$ cat src/rtl/dmem_ctrl_pkg.sv
// Shared encodings for the data-RAM sequencer: store sizes, FSM states, alignment rule.
// Latency: none (types and a pure function only).
// Backpressure: not applicable.
package dmem_ctrl_pkg;

  typedef enum logic [1:0] {
    ST_W   = 2'b00,
    ST_H   = 2'b01,
    ST_B   = 2'b10,
    ST_RSV = 2'b11   // reserved, behaves as a word store
  } store_ctl_e;

  typedef enum logic {
    S_IDLE  = 1'b0,
    S_MERGE = 1'b1
  } state_e;

  // A store is misaligned when its lanes do not sit naturally inside the word.
  function automatic logic store_misaligned(input store_ctl_e ctl, input logic [1:0] off);
    logic mis;
    case (ctl)
      ST_H:    mis = off[0];
      ST_B:    mis = 1'b0;
      default: mis = (off != 2'b00);
    endcase
    return mis;
  endfunction

endpackage

$ cat src/rtl/dmem_ctrl_merge.sv
// Lane merge for sub-word stores: old RAM word with the addressed byte/half replaced.
// Latency: purely combinational.
// Backpressure: none; the caller decides when the result is written.
module dmem_merge
  import dmem_ctrl_pkg::*;
(
  input  logic [31:0] old_word_i,
  input  logic [15:0] new_data_i,
  input  logic [1:0]  offset_i,
  input  store_ctl_e  size_i,
  output logic [31:0] merged_o
);

  // Replace only the lanes covered by the store; halfwords are already known aligned.
  always_comb begin
    merged_o = old_word_i;
    for (int i = 0; i < 4; i++) begin
      if (size_i == ST_B && offset_i == 2'(i)) begin
        merged_o[8*i +: 8] = new_data_i[7:0];
      end else if (size_i == ST_H && offset_i[1] == i[1]) begin
        merged_o[8*i +: 8] = i[0] ? new_data_i[15:8] : new_data_i[7:0];
      end
    end
  end

endmodule

$ cat src/rtl/dmem_ctrl.sv
// Arbiter/sequencer for the single-port data RAM: memory stage first, external port second.
// Latency: loads/SW issue same cycle; SB/SH take two cycles (read, merge-write); ext grant one cycle after issue.
// Backpressure: StallM holds the pipe for the RMW read cycle and for a forced ext slot; ext waits via ext_gnt.
module dmem_ctrl
  import dmem_ctrl_pkg::*;
#(
  parameter int ADDR_W     = 30,
  parameter int STARVE_MAX = 8
) (
  input  logic              CLK,
  input  logic              RST,
  input  logic              MemReadM,
  input  logic              MemWriteM,
  input  logic [1:0]        StoreCtlM,
  input  logic [31:0]       ALUResultM,
  input  logic [31:0]       WriteDataM,
  output logic              StallM,
  output logic              MisalignM,
  input  logic              ext_req,
  input  logic              ext_we,
  input  logic [ADDR_W-1:0] ext_addr,
  input  logic [31:0]       ext_wdata,
  output logic              ext_gnt,
  output logic              ext_rvalid,
  output logic [31:0]       ext_rdata,
  output logic              ram_we,
  output logic [ADDR_W-1:0] ram_addr,
  output logic [31:0]       ram_din,
  input  logic [31:0]       ram_dout
);

  localparam int CNT_W = $clog2(STARVE_MAX + 1);
  localparam logic [CNT_W-1:0] STARVE_TOP = CNT_W'(STARVE_MAX);

  state_e            state_q, state_d;
  logic [CNT_W-1:0]  starve_q, starve_d;
  logic              gnt_q, gnt_d;
  logic              rvalid_q, rvalid_d;
  logic [ADDR_W-1:0] rmw_addr_q, rmw_addr_d;
  logic [15:0]       rmw_data_q, rmw_data_d;
  logic [1:0]        rmw_off_q, rmw_off_d;
  store_ctl_e        rmw_size_q, rmw_size_d;

  logic              pipe_op;
  logic              starved;
  logic [ADDR_W-1:0] pipe_word;
  logic [1:0]        pipe_off;
  store_ctl_e        pipe_ctl;
  logic [CNT_W-1:0]  starve_inc;
  logic [31:0]       merged;

  assign pipe_op    = MemReadM | MemWriteM;
  assign starved    = (starve_q == STARVE_TOP);
  assign pipe_word  = ALUResultM[ADDR_W+1:2];
  assign pipe_off   = ALUResultM[1:0];
  assign pipe_ctl   = store_ctl_e'(StoreCtlM);
  assign starve_inc = starved ? starve_q : starve_q + 1'b1;

  assign ext_gnt    = gnt_q;
  assign ext_rvalid = rvalid_q;
  assign ext_rdata  = ram_dout;

  dmem_merge u_merge (
    .old_word_i (ram_dout),
    .new_data_i (rmw_data_q),
    .offset_i   (rmw_off_q),
    .size_i     (rmw_size_q),
    .merged_o   (merged)
  );

  // Arbitration, RAM drive and next-state; reset blanks the strobes so an abandoned RMW never writes.
  always_comb begin
    state_d    = state_q;
    starve_d   = starve_q;
    gnt_d      = 1'b0;
    rvalid_d   = 1'b0;
    rmw_addr_d = rmw_addr_q;
    rmw_data_d = rmw_data_q;
    rmw_off_d  = rmw_off_q;
    rmw_size_d = rmw_size_q;
    StallM     = 1'b0;
    MisalignM  = 1'b0;
    ram_we     = 1'b0;
    ram_addr   = pipe_word;
    ram_din    = WriteDataM;

    case (state_q)
      S_IDLE: begin
        if (ext_req && (starved || !pipe_op)) begin
          // External slot: either the pipe is quiet or the ext port has waited long enough.
          ram_addr = ext_addr;
          ram_we   = ext_we;
          ram_din  = ext_wdata;
          gnt_d    = 1'b1;
          rvalid_d = !ext_we;
          starve_d = '0;
          StallM   = pipe_op;
        end else if (pipe_op) begin
          if (ext_req) starve_d = starve_inc;
          if (MemWriteM) begin
            if (store_misaligned(pipe_ctl, pipe_off)) begin
              MisalignM = 1'b1;
            end else if (pipe_ctl == ST_H || pipe_ctl == ST_B) begin
              // Read the old word now, write the merged word next cycle.
              rmw_addr_d = pipe_word;
              rmw_data_d = WriteDataM[15:0];
              rmw_off_d  = pipe_off;
              rmw_size_d = pipe_ctl;
              StallM     = 1'b1;
              state_d    = S_MERGE;
            end else begin
              ram_we = 1'b1;
            end
          end
        end
      end
      S_MERGE: begin
        ram_addr = rmw_addr_q;
        ram_din  = merged;
        ram_we   = 1'b1;
        state_d  = S_IDLE;
        if (ext_req) starve_d = starve_inc;
      end
      default: state_d = S_IDLE;
    endcase

    if (RST) begin
      ram_we    = 1'b0;
      StallM    = 1'b0;
      MisalignM = 1'b0;
    end
  end

  // State, starvation counter, ext response flags and latched RMW operands.
  always_ff @(posedge CLK or posedge RST) begin
    if (RST) begin
      state_q    <= S_IDLE;
      starve_q   <= '0;
      gnt_q      <= 1'b0;
      rvalid_q   <= 1'b0;
      rmw_addr_q <= '0;
      rmw_data_q <= '0;
      rmw_off_q  <= '0;
      rmw_size_q <= ST_W;
    end else begin
      state_q    <= state_d;
      starve_q   <= starve_d;
      gnt_q      <= gnt_d;
      rvalid_q   <= rvalid_d;
      rmw_addr_q <= rmw_addr_d;
      rmw_data_q <= rmw_data_d;
      rmw_off_q  <= rmw_off_d;
      rmw_size_q <= rmw_size_d;
    end
  end

endmodule

$ cat config.mk
export PLATFORM = sky130hd
export DESIGN_NAME = dmem_ctrl
export DESIGN_NICKNAME = d
export VERILOG_FILES = /design/src/rtl/dmem_ctrl_pkg.sv /design/src/rtl/dmem_ctrl_merge.sv /design/src/rtl/dmem_ctrl.sv
export SDC_FILE = /design/constraint.sdc
export NUM_CORES = 1
export LEC_CHECK = 0
export BUFFER_PORTS_ARGS = -buffer_cell sky130_fd_sc_hd__clkbuf_2
export CAP_MARGIN = 15
export CORE_AREA = 3 3 88 132
export CTS_CLUSTER_DIAMETER = 150
export CTS_CLUSTER_SIZE = 25
export DETAILED_ROUTE_END_ITERATION = 12
export DIE_AREA = 0 0 91 135
export PLACE_DENSITY = 0.82
export REMOVE_ABC_BUFFERS = 1
export SYNTH_ARGS = -nofsm -noshare
export SYNTH_HDL_FRONTEND = slang
export SYNTH_SLANG_ARGS = --single-unit
$ cat constraint.sdc
create_clock -name CLK -period 2.2 [get_ports CLK]
set_input_delay 0 -clock CLK [delete_from_list [all_inputs] [get_ports CLK]]
set_output_delay 0 -clock CLK [all_outputs]
set_load 0.05 [all_outputs]
# After elaboration in Yosys (flattened, before gate mapping)
# Cells that the tools add are included.
# totals
register_bits	57
in_bits	166
output_inout_bits	99
wordCells	85
# op_classes
addsub	1
n_eq_ne	9
n_mux	48
bitwise	5
n_reduce_logical	14
# ops
operator	n
two-way mux 8 bit	8
case mux 32 bit (2 select lines)	1
case mux 30 bit (2 select lines)	1
two-way mux 32 bit	1
two-way mux 30 bit	1
two-way mux 1 bit	28
two-way mux 4 bit	4
equality test 2 bit, second input constant	4
case mux 4 bit (2 select lines)	1
logical AND 1 bit	7
equality test 2 x 1 -> 1 bit, second input constant	3
case mux 1 bit (2 select lines)	3
AND reduction 6 bit	1
adder 4 x 1 -> 4 bit, second input constant	1
equality test 4 bit, second input constant	1
NOT 1 bit	4
inequality test 3 bit, second input constant	1
zero test 1 bit	2
zero test 2 bit	1
logical OR 1 bit	2
nonzero test 2 bit	1
bitwise OR 1 bit	1

# Depth between registers and ports, before layout
# Gate-level depths: netlist (run 1).
# depth
ltp_word	12
mapped_depth	9
mapped_depth_nobuf	6

# Modules after synthesis
# From an unflattened synthesis (run 1), not the netlist that was laid out.
# unflattened
hier_cells	622
hier_area_um2	5272.6
# by_module_without_submodules
module	n_inst	cells_per_inst	area_per_inst_um2	seq_area_each_um2
dmem_ctrl	1	464	4127.7	1426.4
dmem_merge	1	158	1144.8	0.0

# Worst setup path after synthesis (run 1)
# No wires, ideal clock.
# synth_path
path_kind	flip-flop to output port
start	register starve_q[0]
end	output port ram_din[16]
arrival_ps	2909
required_ps	2200
path_slack_ps	-709
stages_incl_launch_ff	9
path_buffers	2
cell_sequence	dfrtp_1 > inv_1 > ha_1 > and3b_2 > o21ai_4 > buf_6 > buf_6 > nor3_1 > nor4_1
# synth_via
elab_chain_cells	5
# synth_rtl
item	line_no	rtl
start: declaration	dmem_ctrl.sv:36	logic [CNT_W-1:0] starve_q, starve_d;
start signal: assignment	dmem_ctrl.sv:147	starve_q <= starve_d;
equality test 4 bit	dmem_ctrl.sv:53	assign starved = (starve_q == STARVE_TOP);
logical OR 1 bit	dmem_ctrl.sv:89	if (ext_req && (starved || !pipe_op)) begin
logical AND 1 bit	dmem_ctrl.sv:89	
two-way mux 32 bit	dmem_ctrl.sv:89	
case mux 32 bit (2 select lines)	dmem_ctrl.sv:87	case (state_q)
end: declaration	dmem_ctrl.sv:28	output logic [31:0] ram_din,
# No other way between the ends.

# Worst setup path after layout (run 1)
# layout_path
start	register starve_q[1]
end	output port ram_din[21]
# Same word-level chain as after synthesis.

==> impl_metrics.ini, run 1 <==
[run_status]
status = finished, violations left
violations = negative setup slack

[power]
clkPwrFrac_pct = 18.3
switching_share_pct = 44.5
power_frac_seq_pct = 22.8
p_switching_mw = 3.36
p_int_mw = 4.19
vdd_drop_max_uv = 693
p_per_area_mw_per_mm2 = 872
leakage_nw = 4.06
p_comb_share_pct = 58.9

[timing]
setup_ws_ns = -0.174
maxSlewHeadroom_pct = 52.0
hold_viol = 0
setup-violations-final = 40
clock.fmax_ghz = 0.421
post-route-period-util_pct = 108
worst_slew_pin_slew_ns = 0.719
rsz0062_at_grt = yes
timing.hold.ws_ns = 0.0983
clock_skew_ns = 0.00974
slew_viol_final = 0
period_minus_slack_ns = 2.37

[placed_design]
placed_area_mm2 = 0.00615
dpl.hpwl_um = 11700
placedCellCount = 917
numPortBuffers = 264
globalplace.congestion = 0.824

[clocking]
cts_root_buffer = clkbuf_16
htree_levels = 3
clkSinkCount = 57
cts_tree = done
cts_max_path_buffers = 2
cts_made_buffers = 9
clk_pin_slew_ns = 0.05
insertion_delay_ns = 0.33

[drt]
drt_first_iter_violations = 494
drc = 0
drtPass1Iterations = 7
post_drt_wl_per_cell_um = 23.4
drt-total-wl_um = 24100
viasPerCell = 6.06
vias = 6258
drt.antenna.violating_nets = 0

[die]
die_area_mm2 = 0.0123
dieWidth_um = 91
design.core.area_mm2 = 0.0106
initial_core_util_pct = 45.9
rows = 46
die_h_um = 135
ioPinCount = 265

[yosys]
synth_flop_cell = dfrtp_1
avgSynthCellArea_um2 = 8.52
synth_edf_count = 0
yosys-top-cells-count = a21oi_1 (65), nand2_1 (61), mux2_2 (58)
synth_top_cell_by_area = dfrtp_1
yosys.cell_types.count = 46
synthTopCellsByArea = dfrtp_1 (29%), mux2_2 (13%), a21oi_1 (6.7%), buf_4 (4.9%), nand2_1 (4.7%)
synth.most_common_cell = a21oi_1
synthArstFlopShare_pct = 100
postSynthCellCount = 571
ys_ff_latch = 57
ys_seq_area_share_pct = 29.3
yosys_warnings = 0
syn-cell-area_mm2 = 0.00486
synth.top_cell.area_share_pct = 29.3

[worst_setup_path]
critPathTopFamily = buffers and inverters
crit_fanout = 7
r2r_start = starve_q[1]$_DFFE_PP0P_
worstReg2RegEnd = rmw_addr_q[21]$_DFFE_PP0P_
crit_type = reg -> out
crit_buf_inv = 6
reg2reg_depth = 9
crit_top_cell = buf_12
r2r_slack_ns = 0.07
crit_slowest_cell = dfrtp_1
required_ns = 2.20
start_kind = flop
cp_cell_sequence = inv_2, ha_4, and3b_2, o21ai_4, buf_12, buf_12, buf_12, buf_8, nor3_4, nor4_2, buf_4
worstSetupEndpointType = primary output
cp.arrival_ns = 2.37
max_stage_delay_ns = 0.36

[min_path]
hold_path_startpoint = ext_req
holdPathEnd = starve_q[2]$_DFFE_PP0P_
hold_depth = 3
holdCritPathClass = in -> reg

[cells_and_area]
final_area_mm2 = 0.00866
final_cells = 1032
fill_cells = 591
final_nets = 1051
syn_to_final_growth_pct = 78.1
drive_gt1_share_pct = 59.0

[grt]
grtUsageTotal_pct = 30.0
grt_overflow = 0
grt_max_degree = 74
antenna_found_initial = 1
grt_pass1_vias = 5752
grt_pass1_wl_um = 29100

[run]
max_cap_viol_count = 0
## cells by family (layout without fill, tap and decap cells)
logic type	count (synthesis)	in the layout	share of synthesized area (%)
adders and majority gates	3	3	0.772
other	0	1	0
xor gates and xnor gates	1	1	0.180
muxes	80	80	18.6
buffers and inverters	89	405	11.8
AOI/OAI and AO/OA	117	117	14.7
DFF	57	57	29.3
and+or+nand+nor	224	224	24.6
## metal layers
layer  global-route usage (%)  routed length, um
met5                        0                  0
met4                     19.2               1870
met3                     6.86               2270
met2                     54.8              12500
met1                     30.2               7470
## through the flow
step / worst slack, ns / utilization, % / power (mW) / setup TNS [ns]
6_report: -0.174 / 81.8 / 7.55 / -3.31
5_1_grt: -0.228 / 81.8 / 7.80 / -7.08
4_1_cts: -0.0605 / 70.2 / 6.57 / -0.615
3_5_place_dp: 0.0869 / 58.1 / 4.79 / 0
3_3_place_gp: 0.144 / 58.1 / 4.72 / 0
2_1_floorplan: -2.30 / - / 3.71 / -206.00
## state kept, by name, summed over array words and instances (netlist names)
name / cells
rmw_addr_q: 30
ext_gnt: 1
rmw_data_q: 16
ext_rvalid: 1
rmw_size_q: 2
state_q: 1
starve_q: 4
rmw_off_q: 2
## how the worst max path moves through the flow
stage                            startpoint     endpoint  cells past startpoint  slack (ns)
detailed placement  starve_q[0]$_DFFE_PP0P_  ram_din[22]                      9        0.09
CTS                 starve_q[0]$_DFFE_PP0P_  ram_din[27]                      9       -0.06
finish              starve_q[1]$_DFFE_PP0P_  ram_din[21]                     11       -0.17
global route        starve_q[0]$_DFFE_PP0P_  ram_din[21]                     11       -0.23
global placement    starve_q[0]$_DFFE_PP0P_  ram_din[13]                      8        0.14
floorplan                 state_q$_DFF_PP0_  ram_din[16]                      2       -2.30
## placed cells by master (no fill, tap or decap), types with 10 or more instances in the layout
master         Yosys  final
nand2_1           61     42
clkbuf_2           0    200
buf_8              1     17
mux2_4             6     14
nand2b_1          18     17
clkbuf_16          0     14
buf_12             1     19
a21oi_4            0     12
dlygate4sd3_1      0     52
dfrtp_1           57     54
buf_4             32     41
a31oi_4            0     14
a21oi_2            0     35
mux2_2            58     50
nor3_2            12     18
nor3_1            31     22
nand2_2            0     10
nor2_1            43     43
a21oi_1           65     18
nor2b_1           32     32
mux2i_1           16     16
buf_6             10     36
## worst min-delay path, stage by stage
cell	delay [ns]
clkbuf_2	0.17
inv_1	0.13
o41ai_1	0.09
## final cells by class
type | count | area (um2) | share of cell area, %
timing repair buffer | 379 | 3140 | 36.2
tap | 144 | 180 | 2.08
multi-input combinational | 425 | 3580 | 41.4
clock buffer | 13 | 250 | 2.89
inverter | 10 | 37.5 | 0.433
antenna | 1 | 2.50 | 0.0289
clock inverter | 3 | 40.0 | 0.462
sequential | 57 | 1430 | 16.5
## power groups by stage
stage,clock network [mW],logic [mW],registers (mW)
after floorplan,0,2.08,1.64
after global placement,0,3.06,1.66
after detailed placement,0,3.10,1.69
after CTS,1.39,3.51,1.67
after global routing,1.45,4.61,1.74
final,1.39,4.45,1.72
## what timing repair did
item | CTS | global route
hold buffers | 52 | 0
setup endpoints to repair | 63 | 95
cloned | 3 | 9
resized for setup | 78 | 252
pin swaps | 13 | 51
endpoints found under the hold margin | 80 | 0
buffers inserted | 5 | 29
No activity file was read; power rests on OpenSTA's default activity.
==> run 2: changes to the inputs <==
Settings changed: CORE_AREA 3 3 88 132 to 3 3 91 136, DIE_AREA 0 0 91 135 to 0 0 94 139, SYNTH_HIERARCHICAL from default to 1.
==> impl_metrics.ini, run 2 <==
[die]
die_h_um = 139
initial_core_util_pct = 46.2
design.core.area_mm2 = 0.0114
dieWidth_um = 94
ioPinCount = 265
die_area_mm2 = 0.0131
rows = 48

[clocking]
cts_tree = done
clk_pin_slew_ns = 0.05
clkSinkCount = 57
insertion_delay_ns = 0.32
cts_made_buffers = 9
htree_levels = 3
cts_root_buffer = clkbuf_16
cts_max_path_buffers = 2

[worst_setup_path]
worstReg2RegEnd = rmw_addr_q[1]$_DFFE_PP0P_
crit_type = reg -> out
cp.arrival_ns = 2.21
max_stage_delay_ns = 0.40
crit_fanout = 10
reg2reg_depth = 8
worstSetupEndpointType = primary output
r2r_slack_ns = 0.11
cp_cell_sequence = inv_2, ha_4, nand3b_1, a21oi_4, buf_12, clkbuf_16, a21oi_1, a21oi_1, buf_4
start_kind = flop
crit_buf_inv = 4
crit_slowest_cell = dfrtp_1
critPathTopFamily = buffers and inverters
r2r_start = starve_q[1]$_DFFE_PP0P_
required_ns = 2.20
crit_top_cell = a21oi_1

[cells_and_area]
antenna_cells = 0
seq_area_mm2 = 0.00143
multi_input_area_mm2 = 0.00336
final_nets = 1071
layout_common_cells = clkbuf_2 (200), a21oi_1 (109), nand2_1 (98)
syn_to_final_growth_pct = 50.5
largest_reg_flops = 30
largestRegisters = rmw_addr_q: 30 flops, rmw_data_q: 16 flops, starve_q: 4 flops
fill_cells = 884
largest-register = rmw_addr_q
drive_gt1_share_pct = 48.4
layout_commonest_cell = clkbuf_2

[timing]
setup-violations-final = 2
setup_ws_ns = -0.0108
clock_skew_ns = 0.00545
post-route-period-util_pct = 100
worst_slew_pin_slew_ns = 0.416
final.setup.tns_ns = -0.0132
clock.fmax_ghz = 0.452
period_minus_slack_ns = 2.21
hold_viol = 0
slew_viol_final = 0
maxSlewHeadroom_pct = 72.3
rsz0062_at_grt = yes

[yosys]
yosys_warnings = 6
yosys.cell_types.count = 42
synthArstFlopShare_pct = 100
synth.most_common_cell = a21oi_1
syn-cell-area_mm2 = 0.00527
ys_seq_area_share_pct = 27.1
avgSynthCellArea_um2 = 8.48
yosys-top-cells-count = a21oi_1 (129), nand2_1 (98), nor2b_1 (62)
ys_ff_latch = 57
synth_edf_count = 0
postSynthCellCount = 622
synth_top_cell_by_area = dfrtp_1
synth_flop_cell = dfrtp_1
synthTopCellsByArea = dfrtp_1 (27%), mux2_4 (14%), a21oi_1 (12%), nor2b_1 (7.4%), nand2_1 (7.0%)
synth.top_cell.area_share_pct = 27.1

[drt]
drt-total-wl_um = 19200
post_drt_wl_per_cell_um = 18.2
drtPass1Iterations = 5
drc = 0
drt_first_iter_violations = 224
viasPerCell = 5.45
drt.antenna.violating_nets = 0
vias = 5764

[power]
p_switching_mw = 3.20
power_frac_seq_pct = 24.6
p_int_mw = 4.15
switching_share_pct = 43.6
vdd_drop_max_uv = 561
p_comb_share_pct = 55.3
p_per_area_mw_per_mm2 = 927
leakage_nw = 3.95
clkPwrFrac_pct = 20.1

[grt]
grt_overflow = 0
antenna_found_initial = 0
grt_pass1_vias = 5466
grt_pass1_wl_um = 26800
grtUsageTotal_pct = 25.5
grt_max_degree = 66

[min_path]
holdPathEnd = starve_q[2]$_DFFE_PP0P_
hold_path_startpoint = ext_req
holdCritPathClass = in -> reg
hold_depth = 3

[placed_design]
globalplace.congestion = 0.840
pre_cts_slack_ns = 0.135
dpl.hpwl_um = 11800
numPortBuffers = 264

[run_status]
status = finished, violations left
violations = negative setup slack

[run]
max_cap_viol_count = 0
## run 2: changes by cell type in the layout (fill, tap and decap cells not counted), moves of 17 or more
cell	change
a21oi_1	+91
nand2_1	+56
mux2_2	-49
mux2_4	+35
buf_6	-32
buf_4	+31
nor2b_1	+30
nor3_1	-20
nor3_2	-18
nand2b_1	-17
## run 2: power groups by stage
stage               clock network [mW]  logic, mW  registers [mW]
floorplan                            0       2.44            1.75
global placement                     0       3.46            1.78
detailed placement                   0       3.53            1.79
CTS                               1.50       3.75            1.79
global route                      1.55       4.30            1.85
finish                            1.47       4.07            1.81
## run 2: repair_timing
item                                    CTS  global route
pin swaps                                 1            28
gates resized for setup                  68            93
buffers inserted                          2             6
hold endpoints to repair                 66             0
hold buffers                             52             0
endpoints found under the setup margin   62            64
cloned                                    1             9
## run 2: logic make-up (layout without fill, tap and decap cells)
| kind of cell | after synthesis | in the layout | share of synthesized area, % |
|---|---|---|---|
| buffers and inverters | 100 | 385 | 11.8 |
| AND/OR/NAND/NOR | 210 | 210 | 20.1 |
| multiplexers | 51 | 51 | 14.4 |
| AO/OA/AOI/OAI | 200 | 200 | 25.8 |
| flip-flops | 57 | 57 | 27.1 |
| adder cells (fa/ha/maj) | 3 | 3 | 0.712 |
| XOR/XNOR | 1 | 1 | 0.166 |
## run 2: cell type report
cell class | count | share of cell area [%]
Tap cell | 150 | 2.37
Clock inverter | 6 | 1.04
Multi-Input combinational cell | 465 | 42.4
Sequential cell | 57 | 18.1
Inverter | 16 | 0.757
Timing Repair Buffer | 353 | 32.5
Clock buffer | 10 | 2.89
## run 2: how the worst max path moves through the flow
stage | start | end | depth (start not counted)
2_1_floorplan | starve_q[0]$_DFFE_PP0P_ | ram_addr[0] | 6
3_3_place_gp | starve_q[0]$_DFFE_PP0P_ | ram_din[1] | 8
3_5_place_dp | starve_q[0]$_DFFE_PP0P_ | ram_din[1] | 8
4_1_cts | starve_q[0]$_DFFE_PP0P_ | ram_addr[19] | 8
5_1_grt | starve_q[1]$_DFFE_PP0P_ | ram_addr[4] | 9
6_report | starve_q[1]$_DFFE_PP0P_ | ram_addr[24] | 9
## run 2: layer usage
metal	GRT usage, %	vias up	part of all wire, %
met5	0	-	0
met4	9.67	0	3.4
met3	4.07	40	6.8
met2	45.8	261	53
met1	29.7	2733	37
li1	-	2730	-
## run 2: worst reg2reg max path: cells and delay by family (launching register included)
kind	cells	cell delay, ns
flops	1	0.40
fa+ha+maj	1	0.13
mux	1	0.37
compound gates	1	0.26
simple gates	2	0.30
buf+inv	3	0.52
## run 2: per-stage QoR
| step | utilization [%] | power [mW] | hold WS [ns] | area, um2 | cells |
|---|---|---|---|---|---|
| 2_1_floorplan | - | 4.19 | 0 | 4710 | 538 |
| 3_3_place_gp | 57.0 | 5.24 | 0.00392 | 6500 | 971 |
| 3_5_place_dp | 57.0 | 5.32 | 0.0123 | 6500 | 971 |
| 4_1_cts | 66.3 | 7.04 | 0.00797 | 7560 | 1042 |
| 5_1_grt | 69.5 | 7.70 | 0.0601 | 7930 | 1057 |
| 6_report | 69.5 | 7.35 | 0.0289 | 7930 | 1057 |
==> run 3: changes to the inputs <==
Settings changed: SKIP_CTS_REPAIR_TIMING from default to 1.
==> impl_metrics.ini, run 3 (synthesis results as in run 2) <==
[run_status]
status = finished, violations left
violations = negative setup slack

[placed_design]
numPortBuffers = 264
placedCellCount = 971
globalplace.congestion = 0.840
dpl.hpwl_um = 11800
placed_area_mm2 = 0.00650

[clocking]
cts_tree = done
clkSinkCount = 57
cts_root_buffer = clkbuf_16
htree_levels = 3
cts_max_path_buffers = 2
clk_pin_slew_ns = 0.05
insertion_delay_ns = 0.32
cts_made_buffers = 9

[cells_and_area]
largest-register = rmw_addr_q
final_nets = 1069
multi_input_area_mm2 = 0.00331
final_util_pct = 67.5
final_cells = 1055
layout_commonest_cell = clkbuf_2
layout_common_cells = clkbuf_2 (206), a21oi_1 (120), nand2_1 (98)
antenna_cells = 0
syn_to_final_growth_pct = 46.2
drive_gt1_share_pct = 47.0
largest_reg_flops = 30
largestRegisters = rmw_addr_q: 30 flops, rmw_data_q: 16 flops, starve_q: 4 flops
final_area_mm2 = 0.00771
fill_cells = 921
seq_area_mm2 = 0.00143

[worst_setup_path]
worstSetupEndpointType = primary output
crit_fanout = 6
required_ns = 2.20
cp.arrival_ns = 2.22
crit_type = reg -> out
start_kind = flop

[timing]
slew_viol_final = 0
worst_slew_pin_slew_ns = 0.429
clock_skew_ns = 0.00609
period_minus_slack_ns = 2.22
rsz0062_at_grt = yes
setup-violations-final = 3
clock.fmax_ghz = 0.450
hold_viol = 0
setup_ws_ns = -0.0232
maxSlewHeadroom_pct = 71.4
timing.hold.ws_ns = 0.0145
post-route-period-util_pct = 101

[die]
design.core.area_mm2 = 0.0114
die_h_um = 139
dieWidth_um = 94
initial_core_util_pct = 46.2
rows = 48
die_area_mm2 = 0.0131
ioPinCount = 265

[drt]
post_drt_wl_per_cell_um = 17.0
drc = 0
viasPerCell = 5.39
drt.antenna.violating_nets = 0
drt_first_iter_violations = 185
drt-total-wl_um = 17900
drtPass1Iterations = 5
vias = 5690

[grt]
grtUsageTotal_pct = 22.8
grt_pass1_wl_um = 24200
grt_max_degree = 66
grt_pass1_vias = 5011
antenna_found_initial = 0
grt_overflow = 0

[min_path]
holdCritPathClass = in -> reg

[power]
p_per_area_mw_per_mm2 = 932
power_mw = 7.18
vdd_drop_max_uv = 532
leakage_nw = 3.88

[run]
max_cap_viol_count = 0
[run 3: cell count changes in the layout (fill, tap and decap cells not counted), moves of 2 or more]
cell and change:
clkbuf_4 +5, a21oi_1 +11, buf_4 -25, clkbuf_2 +6
clkbuf_16 -3, a21oi_2 -11, buf_16 -2, o32ai_1 +2
o32ai_2 -2, buf_2 +19
[run 3: critical path: stages, from the launching register on]
cell	delay, ns
dfrtp_1	0.40
inv_2	0.08
ha_4	0.13
nand3b_1	0.19
a21oi_4	0.25
buf_6	0.15
buf_12	0.10
buf_8	0.12
a21oi_2	0.06
a21oi_2	0.23
buf_12	0.17
[run 3: per-stage QoR]
stage               worst slack, ns  TNS, ns
floorplan                     -1.94  -187.73
global placement              0.183        0
detailed placement            0.135        0
CTS                          -0.221    -4.89
global route                -0.0881    -2.66
finish                      -0.0232  -0.0274
[run 3: area by class of cell]
| class | instances | share of cell area, % |
|---|---|---|
| multi-input combinational | 465 | 42.9 |
| tap | 150 | 2.44 |
| clock buffer | 10 | 2.97 |
| sequential | 57 | 18.6 |
| timing repair buffer | 351 | 31.3 |
| clock inverter | 6 | 1.07 |
| inverter | 16 | 0.779 |
[run 3: worst paths after layout]
| check | slack, ns | cells past startpoint | from | to |
|---|---|---|---|---|
| max in group asynchronous | 1.29 | 4 | RST | rmw_addr_q[5]$_DFFE_PP0P_ |
| setup reg to reg | 0.25 | 7 | starve_q[1]$_DFFE_PP0P_ | rmw_addr_q[1]$_DFFE_PP0P_ |
| min in group asynchronous | 0.22 | 3 | RST | starve_q[1]$_DFFE_PP0P_ |
| setup / recovery | -0.02 | 10 | starve_q[1]$_DFFE_PP0P_ | ram_din[1] |
| hold / removal | 0.01 | 2 | ALUResultM[0] | rmw_off_q[0]$_DFFE_PP0P_ |
| hold reg to reg | 0.51 | 1 | rmw_addr_q[9]$_DFFE_PP0P_ | rmw_addr_q[9]$_DFFE_PP0P_ |
[run 3: report_power, final]
| part | internal [mW] | switching [mW] |
|---|---|---|
| registers | 1.38 | 0.425 |
| clock network | 0.985 | 0.490 |
| logic | 1.69 | 2.21 |
[run 3: metal layers]
metal  wire [um]  global-route usage [%]  vias to the layer above  share of wire (%)
met5           0                       0                        -                  0
met4         580                    7.91                        0                3.2
met3        1160                    3.69                       37                6.5
met2        9520                    40.4                      257                 53
met1        6650                    27.4                     2674                 37
li1            -                       -                     2722                  -
